--- src/rtl/ysyx_24080014_pkg.sv ---
// Shared encodings for the NPC memory arbiter: FSM states, load sizes and owner ids.
package ysyx_24080014_pkg;

   typedef enum logic [1:0] {
      ST_IDLE  = 2'd0,
      ST_ISSUE = 2'd1,
      ST_WAIT  = 2'd2
   } state_e;

   localparam logic [2:0] RMASK_B = 3'b001;
   localparam logic [2:0] RMASK_H = 3'b010;
   localparam logic [2:0] RMASK_W = 3'b100;

   localparam logic OWNER_IFU = 1'b0;
   localparam logic OWNER_LSU = 1'b1;

endpackage

--- src/rtl/ysyx_24080014_mem_arbiter_if.sv ---
// Bus bundle between IFU/LSU, the arbiter and the memory access block.
// master = arbiter view (it masters the memory port); slave = surrounding requesters + memory.
interface ysyx_24080014_mem_arbiter_if #(
   parameter int AW = 32,
   parameter int DW = 32
);
   logic          ifu_req_valid;
   logic          ifu_req_ready;
   logic [AW-1:0] ifu_addr;
   logic          ifu_resp_valid;
   logic [DW-1:0] ifu_rdata;

   logic          lsu_req_valid;
   logic          lsu_req_ready;
   logic          lsu_wen;
   logic [AW-1:0] lsu_addr;
   logic [DW-1:0] lsu_wdata;
   logic [7:0]    lsu_wmask;
   logic [2:0]    lsu_rmask;
   logic          lsu_resp_valid;
   logic [DW-1:0] lsu_rdata;

   logic          mem_req_valid;
   logic          mem_req_ready;
   logic          mem_wen;
   logic [AW-1:0] mem_addr;
   logic [DW-1:0] mem_wdata;
   logic [7:0]    mem_wmask;
   logic [2:0]    mem_rmask;
   logic          mem_resp_valid;
   logic [DW-1:0] mem_rdata;

   modport master (
      input  ifu_req_valid, ifu_addr,
      output ifu_req_ready, ifu_resp_valid, ifu_rdata,
      input  lsu_req_valid, lsu_wen, lsu_addr, lsu_wdata, lsu_wmask, lsu_rmask,
      output lsu_req_ready, lsu_resp_valid, lsu_rdata,
      output mem_req_valid, mem_wen, mem_addr, mem_wdata, mem_wmask, mem_rmask,
      input  mem_req_ready, mem_resp_valid, mem_rdata
   );

   modport slave (
      output ifu_req_valid, ifu_addr,
      input  ifu_req_ready, ifu_resp_valid, ifu_rdata,
      output lsu_req_valid, lsu_wen, lsu_addr, lsu_wdata, lsu_wmask, lsu_rmask,
      input  lsu_req_ready, lsu_resp_valid, lsu_rdata,
      input  mem_req_valid, mem_wen, mem_addr, mem_wdata, mem_wmask, mem_rmask,
      output mem_req_ready, mem_resp_valid, mem_rdata
   );

endinterface

--- src/rtl/ysyx_24080014_rdata_ext.sv ---
// Zero-extends the raw memory word down to the requested load size.
module ysyx_24080014_rdata_ext
   import ysyx_24080014_pkg::*;
#(
   parameter int DW = 32
) (
   input  logic [2:0]    rmask_i,
   input  logic [DW-1:0] raw_i,
   output logic [DW-1:0] data_o
);

   always_comb begin
      case (rmask_i)
         RMASK_B: data_o = {{(DW-8){1'b0}}, raw_i[7:0]};
         RMASK_H: data_o = {{(DW-16){1'b0}}, raw_i[15:0]};
         default: data_o = raw_i;
      endcase
   end

endmodule

--- src/rtl/ysyx_24080014_mem_arbiter.sv ---
// Round-robin IFU/LSU arbiter for the single data-memory port; one access in flight,
// IDLE -> ISSUE -> WAIT, with a one-cycle response pulse back to the owner.
module ysyx_24080014_mem_arbiter
   import ysyx_24080014_pkg::*;
#(
   parameter int AW = 32,
   parameter int DW = 32
) (
   input  logic                          clk,
   input  logic                          rst,
   ysyx_24080014_mem_arbiter_if.master   bus,
   output logic                          busy,
   output logic                          owner,
   output logic                          proto_err
);

   state_e        state_q, state_d;
   logic          owner_q, owner_d;
   logic          wen_q, wen_d;
   logic [AW-1:0] addr_q, addr_d;
   logic [DW-1:0] wdata_q, wdata_d;
   logic [7:0]    wmask_q, wmask_d;
   logic [2:0]    rmask_q, rmask_d;
   logic          perr_q, perr_d;

   logic          gnt_lsu, gnt_ifu, resp_fire;
   logic [DW-1:0] ext_data, resp_data;

   // On a conflict the requester that did not own the last access wins.
   always_comb begin
      gnt_lsu = bus.lsu_req_valid & (~bus.ifu_req_valid | (owner_q == OWNER_IFU));
      gnt_ifu = bus.ifu_req_valid & ~gnt_lsu;
   end

   always_comb begin
      state_d           = state_q;
      owner_d           = owner_q;
      wen_d             = wen_q;
      addr_d            = addr_q;
      wdata_d           = wdata_q;
      wmask_d           = wmask_q;
      rmask_d           = rmask_q;
      perr_d            = perr_q | (bus.mem_resp_valid & (state_q != ST_WAIT));
      bus.ifu_req_ready = 1'b0;
      bus.lsu_req_ready = 1'b0;
      bus.mem_req_valid = 1'b0;
      resp_fire         = 1'b0;
      case (state_q)
         ST_IDLE: begin
            bus.ifu_req_ready = gnt_ifu & ~rst;
            bus.lsu_req_ready = gnt_lsu & ~rst;
            if (gnt_lsu) begin
               state_d = ST_ISSUE;
               owner_d = OWNER_LSU;
               wen_d   = bus.lsu_wen;
               addr_d  = bus.lsu_addr;
               wdata_d = bus.lsu_wdata;
               wmask_d = bus.lsu_wmask;
               rmask_d = bus.lsu_rmask;
            end else if (gnt_ifu) begin
               state_d = ST_ISSUE;
               owner_d = OWNER_IFU;
               wen_d   = 1'b0;
               addr_d  = bus.ifu_addr;
               wdata_d = '0;
               wmask_d = '0;
               rmask_d = RMASK_W;
            end
         end
         ST_ISSUE: begin
            bus.mem_req_valid = 1'b1;
            if (bus.mem_req_ready) state_d = ST_WAIT;
         end
         ST_WAIT: begin
            if (bus.mem_resp_valid) begin
               resp_fire = ~rst;
               state_d   = ST_IDLE;
            end
         end
         default: state_d = ST_IDLE;
      endcase
   end

   always_ff @(posedge clk) begin
      if (rst) begin
         state_q <= ST_IDLE;
         owner_q <= OWNER_IFU;
         wen_q   <= 1'b0;
         addr_q  <= '0;
         wdata_q <= '0;
         wmask_q <= '0;
         rmask_q <= '0;
         perr_q  <= 1'b0;
      end else begin
         state_q <= state_d;
         owner_q <= owner_d;
         wen_q   <= wen_d;
         addr_q  <= addr_d;
         wdata_q <= wdata_d;
         wmask_q <= wmask_d;
         rmask_q <= rmask_d;
         perr_q  <= perr_d;
      end
   end

   ysyx_24080014_rdata_ext #(.DW(DW)) u_ext (
      .rmask_i (rmask_q),
      .raw_i   (bus.mem_rdata),
      .data_o  (ext_data)
   );

   assign resp_data          = wen_q ? '0 : ext_data;
   assign bus.ifu_resp_valid = resp_fire & (owner_q == OWNER_IFU);
   assign bus.lsu_resp_valid = resp_fire & (owner_q == OWNER_LSU);
   assign bus.ifu_rdata      = bus.ifu_resp_valid ? resp_data : '0;
   assign bus.lsu_rdata      = bus.lsu_resp_valid ? resp_data : '0;

   assign bus.mem_wen   = wen_q;
   assign bus.mem_addr  = addr_q;
   assign bus.mem_wdata = wdata_q;
   assign bus.mem_wmask = wmask_q;
   assign bus.mem_rmask = rmask_q;

   assign busy      = (state_q != ST_IDLE);
   assign owner     = owner_q;
   assign proto_err = perr_q;

endmodule

--- src/flat_wrapper.sv ---
// flat-port wrapper written by rule: the top's interface ports become plain ports
module ysyx_24080014_mem_arbiter_flat import ysyx_24080014_pkg::*;
#(
   parameter int AW = 32,
   parameter int DW = 32
)
  (clk, rst, busy, owner, proto_err, bus_ifu_req_valid, bus_ifu_addr, bus_ifu_req_ready, bus_ifu_resp_valid, bus_ifu_rdata, bus_lsu_req_valid, bus_lsu_wen, bus_lsu_addr, bus_lsu_wdata, bus_lsu_wmask, bus_lsu_rmask, bus_lsu_req_ready, bus_lsu_resp_valid, bus_lsu_rdata, bus_mem_req_valid, bus_mem_wen, bus_mem_addr, bus_mem_wdata, bus_mem_wmask, bus_mem_rmask, bus_mem_req_ready, bus_mem_resp_valid, bus_mem_rdata);
  ysyx_24080014_mem_arbiter_if #(.AW(AW), .DW(DW)) bus_i ();
  input  logic clk;
  input  logic rst;
  output logic busy;
  output logic owner;
  output logic proto_err;
  input wire logic [$bits(bus_i.ifu_req_valid)-1:0] bus_ifu_req_valid;
  input wire logic [$bits(bus_i.ifu_addr)-1:0] bus_ifu_addr;
  output wire logic [$bits(bus_i.ifu_req_ready)-1:0] bus_ifu_req_ready;
  output wire logic [$bits(bus_i.ifu_resp_valid)-1:0] bus_ifu_resp_valid;
  output wire logic [$bits(bus_i.ifu_rdata)-1:0] bus_ifu_rdata;
  input wire logic [$bits(bus_i.lsu_req_valid)-1:0] bus_lsu_req_valid;
  input wire logic [$bits(bus_i.lsu_wen)-1:0] bus_lsu_wen;
  input wire logic [$bits(bus_i.lsu_addr)-1:0] bus_lsu_addr;
  input wire logic [$bits(bus_i.lsu_wdata)-1:0] bus_lsu_wdata;
  input wire logic [$bits(bus_i.lsu_wmask)-1:0] bus_lsu_wmask;
  input wire logic [$bits(bus_i.lsu_rmask)-1:0] bus_lsu_rmask;
  output wire logic [$bits(bus_i.lsu_req_ready)-1:0] bus_lsu_req_ready;
  output wire logic [$bits(bus_i.lsu_resp_valid)-1:0] bus_lsu_resp_valid;
  output wire logic [$bits(bus_i.lsu_rdata)-1:0] bus_lsu_rdata;
  output wire logic [$bits(bus_i.mem_req_valid)-1:0] bus_mem_req_valid;
  output wire logic [$bits(bus_i.mem_wen)-1:0] bus_mem_wen;
  output wire logic [$bits(bus_i.mem_addr)-1:0] bus_mem_addr;
  output wire logic [$bits(bus_i.mem_wdata)-1:0] bus_mem_wdata;
  output wire logic [$bits(bus_i.mem_wmask)-1:0] bus_mem_wmask;
  output wire logic [$bits(bus_i.mem_rmask)-1:0] bus_mem_rmask;
  input wire logic [$bits(bus_i.mem_req_ready)-1:0] bus_mem_req_ready;
  input wire logic [$bits(bus_i.mem_resp_valid)-1:0] bus_mem_resp_valid;
  input wire logic [$bits(bus_i.mem_rdata)-1:0] bus_mem_rdata;
  assign bus_i.ifu_req_valid = bus_ifu_req_valid;
  assign bus_i.ifu_addr = bus_ifu_addr;
  assign bus_ifu_req_ready = bus_i.ifu_req_ready;
  assign bus_ifu_resp_valid = bus_i.ifu_resp_valid;
  assign bus_ifu_rdata = bus_i.ifu_rdata;
  assign bus_i.lsu_req_valid = bus_lsu_req_valid;
  assign bus_i.lsu_wen = bus_lsu_wen;
  assign bus_i.lsu_addr = bus_lsu_addr;
  assign bus_i.lsu_wdata = bus_lsu_wdata;
  assign bus_i.lsu_wmask = bus_lsu_wmask;
  assign bus_i.lsu_rmask = bus_lsu_rmask;
  assign bus_lsu_req_ready = bus_i.lsu_req_ready;
  assign bus_lsu_resp_valid = bus_i.lsu_resp_valid;
  assign bus_lsu_rdata = bus_i.lsu_rdata;
  assign bus_mem_req_valid = bus_i.mem_req_valid;
  assign bus_mem_wen = bus_i.mem_wen;
  assign bus_mem_addr = bus_i.mem_addr;
  assign bus_mem_wdata = bus_i.mem_wdata;
  assign bus_mem_wmask = bus_i.mem_wmask;
  assign bus_mem_rmask = bus_i.mem_rmask;
  assign bus_i.mem_req_ready = bus_mem_req_ready;
  assign bus_i.mem_resp_valid = bus_mem_resp_valid;
  assign bus_i.mem_rdata = bus_mem_rdata;
  ysyx_24080014_mem_arbiter #(.AW(AW), .DW(DW)) u_core (.clk(clk), .rst(rst), .bus(bus_i), .busy(busy), .owner(owner), .proto_err(proto_err));
endmodule
--- config.mk ---
export PLATFORM = sky130hd
export DESIGN_NAME = ysyx_24080014_mem_arbiter_flat
export DESIGN_NICKNAME = d
export VERILOG_FILES = /design/src/rtl/ysyx_24080014_pkg.sv /design/src/rtl/ysyx_24080014_mem_arbiter_if.sv /design/src/rtl/ysyx_24080014_rdata_ext.sv /design/src/rtl/ysyx_24080014_mem_arbiter.sv /design/src/flat_wrapper.sv
export SDC_FILE = /design/constraint.sdc
export NUM_CORES = 1
export LEC_CHECK = 0
export ABC_AREA = 1
export BUFFER_PORTS_ARGS = -buffer_cell sky130_fd_sc_hd__buf_2
export CELL_PAD_IN_SITES_DETAIL_PLACEMENT = 0
export CELL_PAD_IN_SITES_GLOBAL_PLACEMENT = 1
export CORE_ASPECT_RATIO = 0.8
export CORE_MARGIN = 2
export CORE_UTILIZATION = 26
export CTS_CLUSTER_DIAMETER = 40
export CTS_CLUSTER_SIZE = 25
export DETAILED_ROUTE_END_ITERATION = 7
export GPL_TIMING_DRIVEN = 0
export PLACE_DENSITY = 0.81
export SETUP_SLACK_MARGIN = 0.3
export SYNTH_ARGS = -nofsm -noshare
export SYNTH_HDL_FRONTEND = slang
export SYNTH_HIERARCHICAL = 1
export SYNTH_SLANG_ARGS = --single-unit
--- constraint.sdc ---
create_clock -name clk -period 1.4 [get_ports clk]
set_input_delay 0.28 -clock clk [delete_from_list [all_inputs] [get_ports clk]]
set_output_delay 0.28 -clock clk [all_outputs]
set_load 0.005 [all_outputs]
# Yosys cells after proc, flatten, opt, wreduce, memory -nomap -nowiden
# Cells that the tools add are included.
totals:
  word_cells: 59
  input_bits: 146
  out_inout_bits: 148
  register_bits: 80
op_classes:
  mux: 25
  bitwise_logic: 13
  n_eq_ne: 8
  reduce_logical: 5
op_table:
  columns: ["cell", "count"]
  rows:
  - ["$mux W32", 7]
  - ["$pmux W32 S2", 1]
  - ["$mux W8", 2]
  - ["$mux W1", 8]
  - ["$mux W2", 4]
  - ["$and A1 B1 Y1", 7]
  - ["$mux W3", 2]
  - ["$ne A2 B2 Y1 const B", 3]
  - ["$pmux W2 S3", 1]
  - ["$not A1 Y1", 4]
  - ["$reduce_bool A2 Y1", 2]
  - ["$eq A3 B1 Y1 const B", 1]
  - ["$eq A3 B2 Y1 const B", 1]
  - ["$ne A3 B1 Y1 const B", 1]
  - ["$reduce_and A3 Y1", 1]
  - ["$eq A2 B1 Y1 const B", 1]
  - ["$eq A2 B2 Y1 const B", 1]
  - ["$logic_not A2 Y1", 1]
  - ["$or A1 B1 Y1", 2]
  - ["$reduce_and A2 Y1", 1]

# Depth between registers and ports, before layout
logic_depth:
  ltp_word: 8
  ltp_mapped: 7
  ltp_nobuf: 6

# Cells and area by module
# The synthesis kept the hierarchy.
by_module_without_submodules:
  columns: ["module", "cells_per_inst", "n_inst", "area_per_inst_um2", "seq_area_each_um2"]
  rows:
  - ["ysyx_24080014_mem_arbiter", 640, 1, 3962.6, 1601.5]
  - ["ysyx_24080014_rdata_ext", 63, 1, 335.3, 0.0]

# Least setup slack after synthesis
# No wires, ideal clock.
synth_path:
  path_type: "reg-to-output"
  from: "register u_core.state_q[1]"
  to: "output port bus_ifu_rdata[11]"
  slack_ns: 0.043
  required_ns: 1.120
  stages_incl_launch_ff: 6
  arrival_ns: 1.077
  n_path_buf: 1
  cell_sequence: "dfxtp_1 > nand3_2 > nor3_2 > inv_2 > clkbuf_8 > nor2_1"
synth_between:
  elab_chain_cells: 4
synth_rtl:
  columns: ["item", "line", "rtl"]
  rows:
  - ["start, declared", "ysyx_24080014_mem_arbiter.sv:17", "state_e state_q, state_d;"]
  - ["start signal, assigned", "ysyx_24080014_mem_arbiter.sv:95", "state_q <= state_d;"]
  - ["$eq A2 B2 Y1", "ysyx_24080014_mem_arbiter.sv:48", "case (state_q)"]
  - ["$mux W1", "ysyx_24080014_mem_arbiter.sv:48", null]
  - ["$and A1 B1 Y1", "ysyx_24080014_mem_arbiter.sv:113", "assign bus.ifu_resp_valid = resp_fire & (owner_q == OWNER_IFU);"]
  - ["named net bus_ifu_resp_valid", "flat_wrapper.sv:17", "output wire logic [$bits(bus_i.ifu_resp_valid)-1:0] bus_ifu_resp_valid;"]
  - ["$mux W32", "ysyx_24080014_mem_arbiter.sv:115", "assign bus.ifu_rdata = bus.ifu_resp_valid ? resp_data : '0;"]
  - ["end, declared", "flat_wrapper.sv:18", "output wire logic [$bits(bus_i.ifu_rdata)-1:0] bus_ifu_rdata;"]
# The timed path passes the listed nets, and every way through them passes these cells.

# Worst setup path in the final report
layout_path:
  from: "register u_core.state_q[0]"
  to: "output port bus_ifu_rdata[11]"
layout_between:
  elab_chain_cells: 4
layout_rtl:
  columns: ["item", "line"]
  rows:
  - ["$eq A2 B2 Y1", "ysyx_24080014_mem_arbiter.sv:48"]
  - ["$mux W1", "ysyx_24080014_mem_arbiter.sv:48"]
  - ["$and A1 B1 Y1", "ysyx_24080014_mem_arbiter.sv:113"]
  - ["$mux W32", "ysyx_24080014_mem_arbiter.sv:115"]
# Every way passes these cells.

==> impl_metrics.tcl <==
set metrics [dict create \
    port_buffers 283 \
    top_library_cells_by_usage_in_the_layout_fill_and_taps_aside "270 x sky130_fd_sc_hd__buf_2, 181 x sky130_fd_sc_hd__nand2_1, 69 x sky130_fd_sc_hd__nor2_4" \
    p_comb_frac 0.347 \
    total_leakage_power_uw 0.00466 \
    worst-path-buf-inv 4 \
    layout_setup_ws_ns -0.438 \
    post_drt_wl_per_cell_microns 14.1 \
    p_per_area_mw_per_mm2 911 \
    antenna-diode-count 0 \
    dpl.hpwl_microns 12300 \
    maxSlewHeadroom 0.616 \
    die_width_microns 148 \
    critical_path_required_ns 1.12 \
    numCtsBuffers 9 \
    chipHeight_microns 119 \
    critical_path.slowest_cell "sky130_fd_sc_hd__dfxtp_2" \
    hp-start "bus_lsu_wmask[5]" \
    floorplan.core_area_sq_mm 0.0163 \
    number_of_standard_cells_in_the_final_layout_excluding_fillers 1284 \
    areaGrowthSynthToFinish_pct 104 \
    vdd.ir_drop.worst_mv 0.675 \
    crit_chain "inv_2 -> nand3_4 -> nor3_4 -> inv_4 -> clkbuf_16 -> nor2_2 -> buf_2" \
    worstHoldPathType "input port to register" \
    syn-cell-area_sq_mm 0.00430 \
    detailedRoute.firstIterationViolations 209 \
    initial_core_util 0.263 \
    startpoint_of_the_worst_slack_reg_to_reg_timing_path "u_core/state_q[1]" \
    layout_commonest_cell "sky130_fd_sc_hd__buf_2" \
    post_route_cells_drive_above_1_share 0.650 \
    postRouteAntennaNets 0 \
    critical_path.max_fanout 6 \
    share_seq_of_total_power 0.332 \
    period_needed_ns 1.84 \
    violations_in_the_final_reports "setup timing" \
    arrival_ns 1.56 \
    pwr-share-clk 0.321 \
    insertion_delay_ns 0.34 \
    synth_sequential_area_ratio 0.373 \
    rsz0062_at_grt "true" \
    maxCapViolCount 0 \
    clock_path_buffers 2 \
    cts.sinks 80 \
    yosys_warnings 6 \
    post-route-util 0.535 \
    clk_pin_slew_ns 0.06 \
    hold_depth 3 \
    cts_htree_levels 3 \
    nNetsFinal 1206 \
    net-switching-power_uw 2500 \
    worst_r2r_endpoint "u_core/bus.mem_wmask[0]" \
    hold_buffers 0 \
    synth.largest_area_cell "sky130_fd_sc_hd__dfxtp_1" \
    fmax_mhz 544 \
    cp-start-kind "register" \
    holdPathEnd "u_core/bus.mem_wmask[5]" \
    clk_root_buffer_cell "sky130_fd_sc_hd__clkbuf_16" \
    critPathLaunch "u_core/state_q[0]" \
    ys_top_cells_by_area "sky130_fd_sc_hd__dfxtp_1 37%, sky130_fd_sc_hd__nand2_1 23%, sky130_fd_sc_hd__nor2_1 12%, sky130_fd_sc_hd__nand3_1 8.9%, sky130_fd_sc_hd__inv_1 5.5%" \
    dieArea_sq_mm 0.0176 \
    final-hold-violation-count 0 \
    post_synth_inst_count 703 \
    net_switching_share_of_the_total_power 0.313 \
    internal_power_uw 5480 \
    tritoncts "built" \
    groute.usage.overall 0.188 \
    yosys.cell_types.count 22 \
    first_global_vias 5190 \
    critical-path-top-delay-family "buffers and inverters" \
    via_count 5558 \
    timing_worst_setup_path_type "register to output port" \
    rows 42 \
    netlist.area_leader.share 0.373 \
    outcome "complete, but fails checks" \
    gp_congestion 0.818 \
    setup_violations 148 \
    synth_area_per_cell_sq_um 6.11 \
    critPathMaxStageDelay_ns 0.32 \
    finalWirelength_microns 18000 \
    min_period_over_period 1.31 \
    overflow_after_grt 0 \
    totalPowerFinal_uw 7980 \
    final_clock_skew_ns 0.00645 \
    crit_path_end_kind "output port" \
    synthesis.nets 849 \
    drt_first_pass_iters 4 \
    grt_pass1_wl_microns 26400 \
    synth.ff_latch_count 80 \
    number_of_antenna_violations_at_the_first_check_in_global_routing 1 \
    worstMarginPinSlew_ns 0.576 \
    avgViaCountPerCell 4.33 \
    io_pins 294 \
    worstRegToRegCells 12 \
    finalSetupTns_ns -40.59 \
    timing_max_transition_violations_final 0 \
    r2r_setup_slack_ns -0.29 \
    numPlacedInstances 1206 \
    detail_route.drc_violations 0 \
    grt_start_max_net_pins 15 \
]
## area by class of cell
| cell class | count | area (sq um) |
|---|---|---|
| plain buffers | 52 | 568 |
| multi-input cells | 503 | 3120 |
| clock buffers | 9 | 225 |
| repair buffers | 347 | 2520 |
| clock inverters | 6 | 91.3 |
| fillers | 1543 | 7590 |
| inverters | 67 | 259 |
| well taps | 220 | 275 |
| flip-flops and latches | 80 | 1690 |
## sequential cells by signal, indices dropped and copies added, names as in the netlist
name                  flops
u_core/bus.mem_wdata     32
u_core/bus.mem_rmask      3
u_core/bus.mem_wen        1
u_core/state_q            2
u_core/bus.mem_addr      32
u_core/owner              1
u_core/proto_err          1
u_core/bus.mem_wmask      8
## metal layers
layer | part of all wire | up-vias | GRT usage
li1 | - | 2821 | -
met1 | 0.39 | 2505 | 0.214
met2 | 0.50 | 205 | 0.337
met3 | 0.086 | 25 | 0.0609
met4 | 0.018 | 2 | 0.0523
met5 | 0.00072 | - | 0
## worst max path at each step
stage	depth (start not counted)	slack [ns]	endpoint
after detailed placement	7	-0.21	bus_ifu_rdata[20]
after floorplan	6	0.12	bus_ifu_rdata[17]
after global placement	7	-0.21	bus_ifu_rdata[20]
after global routing	7	-0.53	bus_ifu_rdata[11]
final	7	-0.44	bus_ifu_rdata[11]
after CTS	7	-0.46	bus_ifu_rdata[12]
## worst reg2reg max path: stages (launching register included)
cell and delay [ns]:
sky130_fd_sc_hd__dfxtp_4 0.35, sky130_fd_sc_hd__buf_6 0.11, sky130_fd_sc_hd__buf_6 0.11, sky130_fd_sc_hd__nor2_4 0.14, sky130_fd_sc_hd__nand3_4 0.11, sky130_fd_sc_hd__nor2_4 0.14
sky130_fd_sc_hd__buf_6 0.11, sky130_fd_sc_hd__buf_6 0.08, sky130_fd_sc_hd__buf_6 0.09, sky130_fd_sc_hd__buf_12 0.14, sky130_fd_sc_hd__clkbuf_16 0.16, sky130_fd_sc_hd__nand2_2 0.04
sky130_fd_sc_hd__nand2_1 0.05
## cells in the mapped netlist
| cell type | n |
|---|---|
| sky130_fd_sc_hd__nor2_2 | 17 |
| sky130_fd_sc_hd__nand2_1 | 262 |
| sky130_fd_sc_hd__buf_6 | 5 |
| sky130_fd_sc_hd__buf_4 | 13 |
| sky130_fd_sc_hd__a21oi_1 | 4 |
| sky130_fd_sc_hd__clkbuf_1 | 11 |
| sky130_fd_sc_hd__inv_1 | 63 |
| sky130_fd_sc_hd__nor2_1 | 132 |
| sky130_fd_sc_hd__nand3_2 | 3 |
| sky130_fd_sc_hd__o21ai_2 | 1 |
| sky130_fd_sc_hd__nand3b_1 | 1 |
| sky130_fd_sc_hd__nand3_4 | 1 |
| sky130_fd_sc_hd__nand3_1 | 76 |
| sky130_fd_sc_hd__inv_2 | 4 |
| sky130_fd_sc_hd__dfxtp_1 | 80 |
| sky130_fd_sc_hd__clkbuf_8 | 1 |
| sky130_fd_sc_hd__nand2_2 | 1 |
| sky130_fd_sc_hd__nand2_4 | 1 |
| sky130_fd_sc_hd__nor3_2 | 1 |
| sky130_fd_sc_hd__buf_2 | 22 |
| sky130_fd_sc_hd__buf_8 | 1 |
| sky130_fd_sc_hd__nor2_4 | 3 |
## cell families (layout without fill, tap and decap cells)
| logic type | after synthesis | count (layout) | synth area share |
|---|---|---|---|
| flip-flops | 80 | 80 | 0.373 |
| AO/OA/AOI/OAI | 5 | 5 | 0.00670 |
| buffers and inverters | 120 | 481 | 0.136 |
| AND/OR/NAND/NOR | 498 | 498 | 0.484 |
## metrics by stage
step | setup slack, ns | area, sq um | hold slack, ns
2_1_floorplan | 0.119 | 4580 | 0.383
3_3_place_gp | -0.213 | 6270 | 0.449
3_5_place_dp | -0.206 | 6270 | 0.458
4_1_cts | -0.457 | 7700 | 0.103
5_1_grt | -0.528 | 8750 | 0.120
6_report | -0.438 | 8750 | 0.125
## what timing repair did
item                                    in CTS  in global routing
gates resized for setup                    143                253
pin swaps                                   46                 48
setup buffers                               24                 18
endpoints found under the setup margin     159                208
gates cloned                                16                  6
## power by group through the flow
stage               clock, uW  sequential [uW]  combinational, uW
global placement            0             2650               1590
CTS                      2630             2610               2310
finish                   2560             2650               2770
floorplan                   0             2670                909
global route             2700             2680               3000
detailed placement          0             2660               1590
No activity file was read; power rests on OpenSTA's default activity.
